<file path="config.mk">
export PLATFORM = sky130hd
export DESIGN_NAME = score_display_unit
export DESIGN_NICKNAME = d
export VERILOG_FILES = /design/src/rtl/score_display_unit.sv
export SDC_FILE = /design/constraint.sdc
export NUM_CORES = 1
export LEC_CHECK = 0
export BUFFER_PORTS_ARGS = -buffer_cell sky130_fd_sc_hd__buf_2
export CAP_MARGIN = 20
export CORE_AREA = 2 2 231 233
export DETAILED_ROUTE_END_ITERATION = 16
export DIE_AREA = 0 0 233 235
export MAX_ROUTING_LAYER = met4
export PLACE_DENSITY = 0.33
export SLEW_MARGIN = 20
export SYNTH_ARGS = -nofsm -noshare
export SYNTH_HDL_FRONTEND = slang
export SYNTH_SLANG_ARGS = --single-unit
</file>
<file path="constraint.sdc">
create_clock -name clk -period 1.95 [get_ports clk]
set_input_delay 0.195 -clock clk [delete_from_list [all_inputs] [get_ports clk]]
set_output_delay 0.195 -clock clk [all_outputs]
set_load 0.05 [all_outputs]
</file>
<file path="src/rtl/score_display_unit.sv">
// Front-panel I/O for the LED-matrix flappy-bird game: flap button conditioning,
// 3-digit BCD score with seven-segment decode, and row-scanned matrix drive.
module score_display_unit #(
   parameter int SCAN_DIV = 16
) (
   input  logic         clk,
   input  logic         reset,
   input  logic         key_n,
   input  logic         score_inc,
   input  logic         game_over,
   input  logic [255:0] red_pixels,
   input  logic [255:0] grn_pixels,
   output logic         flap,
   output logic [11:0]  score_bcd,
   output logic [6:0]   hex0,
   output logic [6:0]   hex1,
   output logic [6:0]   hex2,
   output logic [35:0]  gpio
);

   localparam int DIV_W = (SCAN_DIV > 2) ? $clog2(SCAN_DIV) : 1;
   localparam logic [DIV_W-1:0] DIV_LAST = DIV_W'(SCAN_DIV - 1);

   logic             sync1_reg, sync2_reg, sync3_reg;
   logic [3:0]       ones_reg, tens_reg, hund_reg;
   logic [3:0]       ones_next, tens_next, hund_next;
   logic [3:0]       row_reg, row_next;
   logic [DIV_W-1:0] div_reg, div_next;
   logic [6:0]       seg [3];

   function automatic logic [6:0] seg7(input logic [3:0] bcd);
      case (bcd)
         4'd0:    seg7 = 7'b1000000;
         4'd1:    seg7 = 7'b1111001;
         4'd2:    seg7 = 7'b0100100;
         4'd3:    seg7 = 7'b0110000;
         4'd4:    seg7 = 7'b0011001;
         4'd5:    seg7 = 7'b0010010;
         4'd6:    seg7 = 7'b0000010;
         4'd7:    seg7 = 7'b1111000;
         4'd8:    seg7 = 7'b0000000;
         4'd9:    seg7 = 7'b0010000;
         default: seg7 = 7'b1111111;
      endcase
   endfunction

   // key_n is asynchronous: two flops for metastability, third for edge history
   always_ff @(posedge clk or negedge reset) begin
      if (!reset) begin
         sync1_reg <= 1'b0;
         sync2_reg <= 1'b0;
         sync3_reg <= 1'b0;
      end else begin
         sync1_reg <= ~key_n;
         sync2_reg <= sync1_reg;
         sync3_reg <= sync2_reg;
      end
   end

   assign flap = sync2_reg & ~sync3_reg;

   // Carries ripple combinationally so 099->100 and 999->000 land on one edge
   always_comb begin
      logic carry1, carry2;
      ones_next = ones_reg;
      tens_next = tens_reg;
      hund_next = hund_reg;
      carry1    = 1'b0;
      carry2    = 1'b0;
      if (score_inc && !game_over) begin
         if (ones_reg == 4'd9) begin
            ones_next = 4'd0;
            carry1    = 1'b1;
         end else begin
            ones_next = ones_reg + 4'd1;
         end
      end
      if (carry1) begin
         if (tens_reg == 4'd9) begin
            tens_next = 4'd0;
            carry2    = 1'b1;
         end else begin
            tens_next = tens_reg + 4'd1;
         end
      end
      if (carry2) begin
         hund_next = (hund_reg == 4'd9) ? 4'd0 : hund_reg + 4'd1;
      end
   end

   always_comb begin
      row_next = row_reg;
      div_next = div_reg;
      if (!game_over) begin
         if (div_reg == DIV_LAST) begin
            div_next = '0;
            row_next = row_reg + 4'd1;
         end else begin
            div_next = div_reg + 1'b1;
         end
      end
   end

   always_ff @(posedge clk or negedge reset) begin
      if (!reset) begin
         ones_reg <= 4'd0;
         tens_reg <= 4'd0;
         hund_reg <= 4'd0;
         row_reg  <= 4'd0;
         div_reg  <= '0;
      end else begin
         ones_reg <= ones_next;
         tens_reg <= tens_next;
         hund_reg <= hund_next;
         row_reg  <= row_next;
         div_reg  <= div_next;
      end
   end

   assign score_bcd = {hund_reg, tens_reg, ones_reg};

   genvar gi;
   generate
      for (gi = 0; gi < 3; gi++) begin : g_seg
         assign seg[gi] = seg7(score_bcd[gi*4 +: 4]);
      end
   endgenerate

   assign hex0 = seg[0];
   assign hex1 = seg[1];
   assign hex2 = seg[2];

   // Pixel data is taken from the live frame, not latched at row advance
   assign gpio = {row_reg, grn_pixels[{row_reg, 4'b0000} +: 16],
                  red_pixels[{row_reg, 4'b0000} +: 16]};

endmodule

</file>
==> summary.md, run 1 <==
| Metric | Value |
|---|---|
| Status | finished with violations |
| Failing checks | setup timing |
| R2R Path Start | ones_reg[1] |
| Final period util | 123.2% |
| # DRC | 0 |
| Sw frac | 49.33% |
| Final WL | 43650 um |
| Layout cells sized above 1 | 87.33% |
| Total gr overflow | 0 |
| Int Power | 6.340 mW |
| Clock Skews | 0.002050 ns |
| Slew HR | 58.17% |
| Power Dens Cells | 1125 mW/mm^2 |
| Placed Cells | 1743 |
| Yosys cell types | 38 |
| Die area | 0.05476 sq mm |
| RSZ-0062 raised after global routing | true |
| Worst setup EP type | primary output |
| Core area | 0.05224 sq mm |
| Hold Vio Cnt, Final | 0 |
| Final Util | 21.30% |
| Max-cap violations | 0 |
| Peak VDD IR | 0.0008145 V |
| Clk_lat worst skew | 0.26 ns |
| Initial core utilization | 10.28% |
| Die Span X | 233 um |
| Pleak | 4.737 nW |
| Gate power share | 90.0% |
| Vias per std cell | 4.054 |
| Fin nets | 1616 |
| Detailed placement HPWL | 37530 um |
| Initial antenna violation count | 41 |
| Root Buffer | clkbuf_16 |
| Hold crit path type | primary input to flip-flop |
| GP Congestion | 0.9511 |
| Fin. max-slew vios | 0 |
| Worst Path Required | 1.75 ns |
| Pre-antenna DRT Iters | 4 |
| Syn_nets | 998 |
| Maximum clock rate | 416.3 MHz |
| Die Y | 235 um |
| Antenna-violating nets left | 0 |
| CP Max Fanout | 6 |
| Vias in the first global route | 7904 |
| Sequential area share after synthesis | 10.72% |
| FF+latch area | 594.3 sq um |
| 1st-iter DRT viols | 260 |
| Clock slew at reported path FFs | 0.07 ns |
| Worst EP arrival | 2.21 ns |
| Area contributors post-synth | mux4_2, dfrtp_1, a22oi_1 |
| Crit path launch | row_reg[0] |
| Startpoint Class | flip-flop |
| Number of CTS-inserted buffers | 3 |
| Synthesized cell area | 0.005370 sq mm |
| Hold Startpoint | key_n |
| PortBufs | 586 |
| Fillers | 5762 |
| Area share of the largest cell type after synthesis | 53.68% |
| Io pins | 587 |
| Synthesis Warnings | 0 |
| Largest net degree at the start of global routing | 39 |
| Vias | 7314 |
| Row count | 84 |
| Clock share of power | 3.8% |
| Register share of total power | 6.2% |
| CTS HTree Levels | 1 |
| Post-route worst setup slack | -0.4523 ns |
| Clock sink count | 23 |
| P&R area growth vs syn | 107.2% |
| First-pass GRT wire length | 58620 um |
| Setup-failing EPs final | 32 |
| Syn Area/Cell | 11.57 sq um |
| Wirelength per Cell | 24.20 um |
| Worst-case clock buffer depth | 2 |
| Area taken by multi-input logic gates | 0.005200 sq mm |
| CTS tree | yes |
| Final total power | 12.51 mW |
| Overall routing resource usage | 15.60% |
| Syn Inst Count | 464 |
| Cell accounting for the most synthesized area | mux4_2 |
| FF+latch count, synth | 23 |
| Slew @ Worst Pin | 0.6274 ns |
| Sw power | 6.172 mW |
| Most frequent cells in the layout | buf_2, mux4_2, a22oi_2 |
| TNS Setup | -12.23 ns |
| Fin cells | 1804 |
| Fin crit period | 2.402 ns |
| Crit Path Category | flip-flop to primary output |
| Leading cell type in the layout, fill and taps excluded | buf_2 |
| R2R setup slack | 0.30 ns |
cell type report:
type | instances | area share [%]
Timing Repair Buffer | 666 | 38.20
Multi-Input combinational cell | 375 | 46.74
Sequential cell | 23 | 5.342
Tap cell | 688 | 7.738
Inverter | 13 | 0.4724
Clock inverter | 1 | 0.04499
Clock buffer | 3 | 0.6748
Antenna cell | 35 | 0.7873
through the flow:
stage	hold slack [ns]	setup WS [ns]	area, sq um
global route	0.06167	-0.5007	11100
detailed placement	0.2780	-0.2325	10300
finish	0.06795	-0.4523	11120
CTS	0.06372	-0.4822	10860
global placement	0.2667	-0.2159	10300
floorplan	-0.1006	-0.2215	6133
worst paths after layout:
check | endpoint | cells past startpoint
setup / recovery | gpio[13] | 7
min in group asynchronous | tens_reg[1] | 2
setup reg to reg | hund_reg[3] | 5
max in group asynchronous | row_reg[1] | 2
hold / removal | sync1_reg | 2
hold reg to reg | sync2_reg | 0
cells in the mapped netlist (all sizes together):
library cell and n:
a211oi 1, mux4 128, or2 3, a221o 1, and4b 1, o31ai 2
dfrtp 23, mux2i 3, a21oi 18, nand2 50, a311oi 1, and2 1
nor4b 1, mux2 4, o21ai 24, a31oi 2, xnor2 4, nor2b 5
nor2 11, inv 13, nand4b 1, nor3 3, nand3 5, a22oi 64
or3b 1, buf 20, a21bo 1, nand4 4, a21o 1, and3b 2
clkbuf 33, nand2b 11, a22o 2, nand3b 3, ha 17
logic make-up (layout without fill, tap and decap cells):
| family | after synthesis | after routing | synth area share [%] |
|---|---|---|---|
| compound gates | 117 | 117 | 14.52 |
| other cells | 0 | 35 | 0 |
| xor+xnor | 4 | 4 | 0.6523 |
| fa+ha+maj | 17 | 17 | 3.961 |
| mux | 135 | 135 | 55.08 |
| buf+inv | 66 | 683 | 5.848 |
| flops | 23 | 23 | 10.72 |
| simple gates | 102 | 102 | 9.227 |
power groups by stage:
| stage | Clock (mW) | Sequential (mW) | Combinational, mW |
|---|---|---|---|
| floorplan | 0 | 1.02 | 7.15 |
| global placement | 0 | 0.782 | 9.96 |
| detailed placement | 0 | 0.782 | 9.95 |
| CTS | 0.518 | 0.771 | 11.1 |
| global route | 0.526 | 0.804 | 11.9 |
| finish | 0.481 | 0.775 | 11.3 |
worst max-delay path, stage by stage, from the launching register on:
cell     delay, ns
dfrtp_4       0.47
buf_12        0.15
buf_12        0.15
buf_12        0.13
mux4_2        0.49
a22oi_2       0.30
nand2_4       0.07
buf_8         0.16
routing by layer:
layer,share of wire [%],GRT usage [%],routed length (um)
met5,0,-,0
met4,4.2,6.389,1827
met3,9.3,4.442,4057
met2,51,27.42,22280
met1,35,16.25,15490
repair_timing:
action,CTS,global route
buffers inserted,16,4
gates cloned,2,1
gates resized for setup,77,33
pin swaps,27,14
hold buffers,1,0
hold endpoints to repair,23,0
setup endpoints to repair,38,47
Note: power is estimated with default switching activity, not from simulation.
==> run 2, diff against run 1 <==
- MAX_ROUTING_LAYER: met4 -> default
==> summary.md, run 2 (synthesis results as in run 1) <==
| Metric | Value |
|---|---|
| Fin nets | 1613 (-0.19%) |
| Fin crit period | 2.393 ns (-0.008848 ns) |
| Hold crit path type | primary input to flip-flop |
| # DRC | 0 (unchanged) |
| Crit path launch | row_reg[0] |
| Antenna-violating nets left | 0 (unchanged) |
| Hold Vio Cnt, Final | 0 (unchanged) |
| Layout cells sized above 1 | 87.01% (-0.31 points) |
| Die area | 0.05476 sq mm (unchanged) |
| Leading cell type in the layout, fill and taps excluded | buf_2 |
| Hold WS | 0.04901 ns (-0.01894 ns) |
| Vias per std cell | 4.056 (about the same) |
| 1st-iter DRT viols | 278 (+6.9%) |
| Setup-failing EPs final | 32 (unchanged) |
| Overall routing resource usage | 14.66% (-0.95 points) |
| CTS tree | yes |
| Gate power share | 89.5% (-0.5 points) |
| Reg2reg path depth | 5 (unchanged) |
| Reg-to-Reg End | hund_reg[3] |
| Int Power | 6.076 mW (-4.2%) |
| Sw power | 6.190 mW (+0.28%) |
| Root Buffer | clkbuf_16 |
| Crit Path Category | flip-flop to primary output |
| PortBufs | 586 (unchanged) |
| Register share of total power | 6.2% (about the same) |
| Wirelength per Cell | 24.26 um (+0.24%) |
| R2R setup slack | 0.31 ns (about the same) |
| First-pass GRT wire length | 56880 um (-3.0%) |
| Dpl cell area | 0.01022 sq mm (-0.78%) |
| Final WL | 43420 um (-0.54%) |
| Failing checks | setup timing |
| GP Congestion | 0.9499 (-0.13%) |
| Max-cap violations | 0 (unchanged) |
| Worst Path Required | 1.75 ns (about the same) |
| Post-route worst setup slack | -0.4435 ns (+0.008848 ns) |
| Die Y | 235 um (unchanged) |
| Maximum clock rate | 417.8 MHz (+0.37%) |
| Sw frac | 50.46% (+1.1 points) |
| Post-Place Setup Slack | -0.2285 ns (+0.004051 ns) |
| Power Dens Cells | 1121 mW/mm^2 (-0.37%) |
| Core area | 0.05224 sq mm (unchanged) |
| CP Max Fanout | 9 (+3) |
| Fillers | 5754 (-0.14%) |
| Fin. max-slew vios | 0 (unchanged) |
| Vias | 7261 (-0.72%) |
| Worst-case clock buffer depth | 2 (unchanged) |
| Io pins | 587 (unchanged) |
| Worst setup path end | gpio[20] |
| Slew HR | 54.92% (-3.2 points) |
| Most frequent cells in the layout | buf_2, mux4_2, a22oi_2 |
| Number of CTS-inserted buffers | 3 (unchanged) |
| R2R Path Start | ones_reg[1] |
| Pre-antenna DRT Iters | 4 (unchanged) |
| Initial antenna violation count | 37 (-9.8%) |
| Peak VDD IR | 0.0008248 V (+1.3%) |
| Detailed placement HPWL | 37000 um (-1.4%) |
| Clock share of power | 4.2% (+0.4 points) |
| Design area | 0.01095 sq mm (-1.6%) |
| RSZ-0062 raised after global routing | true |
| Worst EP arrival | 2.20 ns (about the same) |
| Final Util | 20.96% (-0.34 points) |
| Initial core utilization | 10.28% (unchanged) |
| Clock sink count | 23 (unchanged) |
| Row count | 84 (unchanged) |
| Die Span X | 233 um (unchanged) |
| CTS HTree Levels | 1 (unchanged) |
| Pleak | 4.685 nW (-1.1%) |
| Slew @ Worst Pin | 0.6761 ns (+0.04870 ns) |
| Clock slew at reported path FFs | 0.08 ns (about the same) |
| Worst setup EP type | primary output |
| Largest net degree at the start of global routing | 46 (+18%) |
| Total gr overflow | 0 (unchanged) |
| Final period util | 122.7% (-0.45 points) |
| P&R area growth vs syn | 103.8% |
| Startpoint Class | flip-flop |
| Clk_lat worst skew | 0.27 ns (about the same) |
| Status | finished with violations |
| Clock Skews | 0.005331 ns (+0.003280 ns) |
| Vias in the first global route | 7757 (-1.9%) |
==> run 2: cell types whose count changed in the layout (fill, tap and decap cells not counted), sizes merged <==
cell,delta
buf,-4
diode,-11
clkbuf,+2
inv,+1
bufbuf,-1
clkinv,-1
==> run 2: what timing repair did <==
action,in CTS,in global routing
pin swaps,3,24
cloned,0,5
endpoints found under the setup margin,41,46
gates resized for setup,25,82
hold buffers,1,0
endpoints found under the hold margin,23,0
buffers inserted,3,16
==> run 2: worst min-delay path by stage <==
stage                      from     endpoint  slack (ns)  cells past startpoint
final                     key_n    sync1_reg        0.05                      2
after global routing      key_n    sync1_reg        0.04                      2
after floorplan           reset   div_reg[0]       -0.10                      0
after detailed placement  reset  tens_reg[2]        0.28                      1
after global placement    reset  ones_reg[3]        0.28                      1
after CTS                 key_n    sync1_reg        0.04                      2
==> run 2: area by class of cell <==
cell class	count	area [sq um]	area share [%]
well taps	688	860.8	7.864
inverters	13	48.80	0.4458
repair buffers	663	4114	37.58
clock buffers	3	75.07	0.6858
multi-input cells	375	5186	47.38
clock inverters	1	7.507	0.06858
flip-flops and latches	23	594.3	5.429
diodes	24	60.06	0.5486
==> run 2: critical path, cell delays in order (launching register included) <==
cell and delay (ns):
dfrtp_4 0.47, buf_12 0.16, buf_4 0.14, buf_16 0.13, mux4_2 0.52, a22oi_2 0.26
nand2_4 0.06, buf_6 0.16
==> run 2: routing by layer <==
metal  vias up  wire length, um  global-route usage, %  share of wire [%]
met1      3579            15930                  15.78                 37
met4        12             1503                  6.562                3.5
met3        48             3837                  4.600                8.8
li1       3217                -                      -                  -
met5         -               75                      0               0.17
met2       405            22070                  26.04                 51
==> run 2: power by group through the flow <==
stage	Sequential [mW]	Clock (mW)	Combinational (mW)
CTS	0.760	0.562	10.1
detailed placement	0.782	0	9.88
floorplan	1.02	0	7.15
global route	0.791	0.573	11.7
finish	0.766	0.518	11.0
global placement	0.782	0	9.89
==> run 2: stage by stage <==
step,power [mW],TNS [ns],instances
3_3_place_gp,10.67,-4.183,1739
6_report,12.27,-12.10,1790
3_5_place_dp,10.66,-4.406,1739
5_1_grt,13.02,-14.79,1783
4_1_cts,11.44,-14.02,1747
2_1_floorplan,8.176,-4.103,464
==> run 3, diff against run 2 <==
--- a/config.mk
+++ b/config.mk
@@ -9,6 +9,6 @@
 export CAP_MARGIN = 20
-export CORE_AREA = 2 2 231 233
+export CORE_AREA = 2 2 228 230
 export DETAILED_ROUTE_END_ITERATION = 16
-export DIE_AREA = 0 0 233 235
-export PLACE_DENSITY = 0.33
+export DIE_AREA = 0 0 230 232
+export PLACE_DENSITY = 0.34
 export SLEW_MARGIN = 20
==> constraint.sdc (replaced) <==
create_clock -name clk -period 2.9 [get_ports clk]
set_input_delay 0.29 -clock clk [delete_from_list [all_inputs] [get_ports clk]]
set_output_delay 0.29 -clock clk [all_outputs]
set_load 0.1 [all_outputs]
==> summary.md, run 3 (synthesis results as in run 1) <==
| Metric | Value |
|---|---|
| Crit Path Category | flip-flop to primary output |
| R2R Path Start | ones_reg[1] |
| Vias | 7039 (-3.1%) |
| Reg-to-Reg End | hund_reg[0] |
| Slew HR | 48.71% (-6.2 points) |
| Antenna-violating nets left | 0 (unchanged) |
| CTS HTree Levels | 1 (unchanged) |
| Status | complete, no violations |
| Pleak | 4.218 nW (-10%) |
| Hold Vio Cnt, Final | 0 (unchanged) |
| Max-cap violations | 0 (unchanged) |
| PortBufs | 586 (unchanged) |
| # DRC | 0 (unchanged) |
| Core area | 0.05089 sq mm (-2.6%) |
| Fin cells | 1718 (-4.0%) |
| Initial core utilization | 10.55% (+0.27 points) |
| Fillers | 5760 (+0.10%) |
| Hold crit path type | primary input to asynchronous set/reset pin |
| Number of CTS-inserted buffers | 3 (unchanged) |
| Pre-antenna DRT Iters | 4 (unchanged) |
| Detailed placement HPWL | 35040 um (-5.3%) |
| Row count | 83 (-1.2%) |
| Initial antenna violation count | 35 (-5.4%) |
| Io pins | 587 (unchanged) |
| Leading cell type in the layout, fill and taps excluded | buf_2 |
| Overall routing resource usage | 14.16% (-0.50 points) |
| Fin nets | 1559 (-3.3%) |
| Wirelength per Cell | 23.58 um (-2.8%) |
| Resize count post-CTS | 0 (-100%) |
| Setup-failing EPs final | 0 (-100%) |
| Vias per std cell | 4.097 (+1.0%) |
| Final WL | 40520 um (-6.7%) |
| Hold WS | 0.02903 ns (-0.01998 ns) |
| Slew @ Worst Pin | 0.7635 ns (+0.08737 ns) |
| Clock slew at reported path FFs | 0.07 ns (about the same) |
| Fin. max-slew vios | 0 (unchanged) |
| 1st-iter DRT viols | 358 (+29%) |
| Setup Buffers After CTS | 0 (-3) |
| CP Max Fanout | 37 (+28) |
| Final period util | 92.72% |
| Startpoint Class | flip-flop |
| Worst Path Required | 2.61 ns (+0.86 ns) |
| Worst-case clock buffer depth | 2 (unchanged) |
| Maximum clock rate | 371.9 MHz |
| RSZ-0062 raised after global routing | false |
| Total gr overflow | 0 (unchanged) |
| Hold_buf cts | 0 (-1) |
| Root Buffer | clkbuf_16 |
| Largest net degree at the start of global routing | 46 (unchanged) |
| Peak VDD IR | 0.0009068 V (+9.9%) |
| R2R setup slack | 0.84 ns (+0.53 ns) |
| Clk_lat worst skew | 0.27 ns (about the same) |
| Vias in the first global route | 7494 (-3.4%) |
| Power Dens Cells | 875.9 mW/mm^2 (-22%) |
| Worst setup EP type | primary output |
| Clock sink count | 23 (unchanged) |
| CTS tree | yes |
| Die Y | 232 um (-1.3%) |
| Worst EP arrival | 2.40 ns (+0.20 ns) |
| P&R area growth vs syn | 75.58% |
| Layout cells sized above 1 | 75.59% (-11 points) |
| Placed Cells | 1700 (-2.2%) |
| GP Congestion | 0.8549 (-10%) |
| Reg2reg path depth | 5 (unchanged) |
| Fin crit period | 2.689 ns |
| Die area | 0.05336 sq mm (-2.5%) |
| Clock Skews | 0.005330 ns (-0.0000007300 ns) |
| Final total power | 8.259 mW (-33%) |
| Most frequent cells in the layout | buf_2, mux4_2, a22oi_1 |
| First-pass GRT wire length | 54540 um (-4.1%) |
| Die Span X | 230 um (-1.3%) |
-- run 3: final cells by class --
| class | instances | area, sq um | area share (%) |
|---|---|---|---|
| Antenna cell | 14 | 35.03 | 0.3716 |
| Clock inverter | 1 | 5.005 | 0.05308 |
| Clock buffer | 3 | 75.07 | 0.7962 |
| Multi-Input combinational cell | 375 | 4576 | 48.53 |
| Inverter | 13 | 48.80 | 0.5175 |
| Sequential cell | 23 | 583.1 | 6.184 |
| Tap cell | 680 | 850.8 | 9.023 |
| Timing Repair Buffer | 609 | 3256 | 34.53 |
-- run 3: per-layer routing --
layer / vias up / track usage, % / routed length, um
li1: 3088 / - / -
met1: 3469 / 16.82 / 15480
met2: 413 / 24.90 / 20230
met3: 63 / 3.389 / 3277
met4: 6 / 4.819 / 1505
met5: - / 0 / 34
-- run 3: worst max path at each step --
stage / from / to / cells past startpoint
3_5_place_dp: row_reg[0] / gpio[17] / 6
4_1_cts: row_reg[0] / gpio[17] / 6
6_report: row_reg[0] / gpio[17] / 6
3_3_place_gp: row_reg[0] / gpio[20] / 6
2_1_floorplan: hund_reg[0] / hex2[4] / 5
5_1_grt: row_reg[0] / gpio[20] / 6
-- run 3: report_power, final --
part           total (mW)  switching, mW  internal (mW)
sequential          0.601          0.197          0.404
clock               0.331          0.144          0.187
combinational        7.33           4.87           2.45
-- run 3: critical path, stage by stage (launching register included) --
cell	delay, ns
dfrtp_4	0.45
buf_12	0.28
buf_4	0.26
mux4_2	0.55
a22oi_1	0.16
nand2_1	0.09
buf_2	0.30
-- run 3: stage by stage --
step / instance area [sq um] / setup TNS, ns / worst slack, ns / util, %
2_1_floorplan: 5444 / -0.4217 / -0.4007 / -
3_3_place_gp: 9314 / 0 / 0.4624 / 18.30
3_5_place_dp: 9314 / 0 / 0.4743 / 18.30
4_1_cts: 9394 / 0 / 0.1662 / 18.46
5_1_grt: 9419 / 0 / 0.05954 / 18.51
6_report: 9429 / 0 / 0.2111 / 18.53
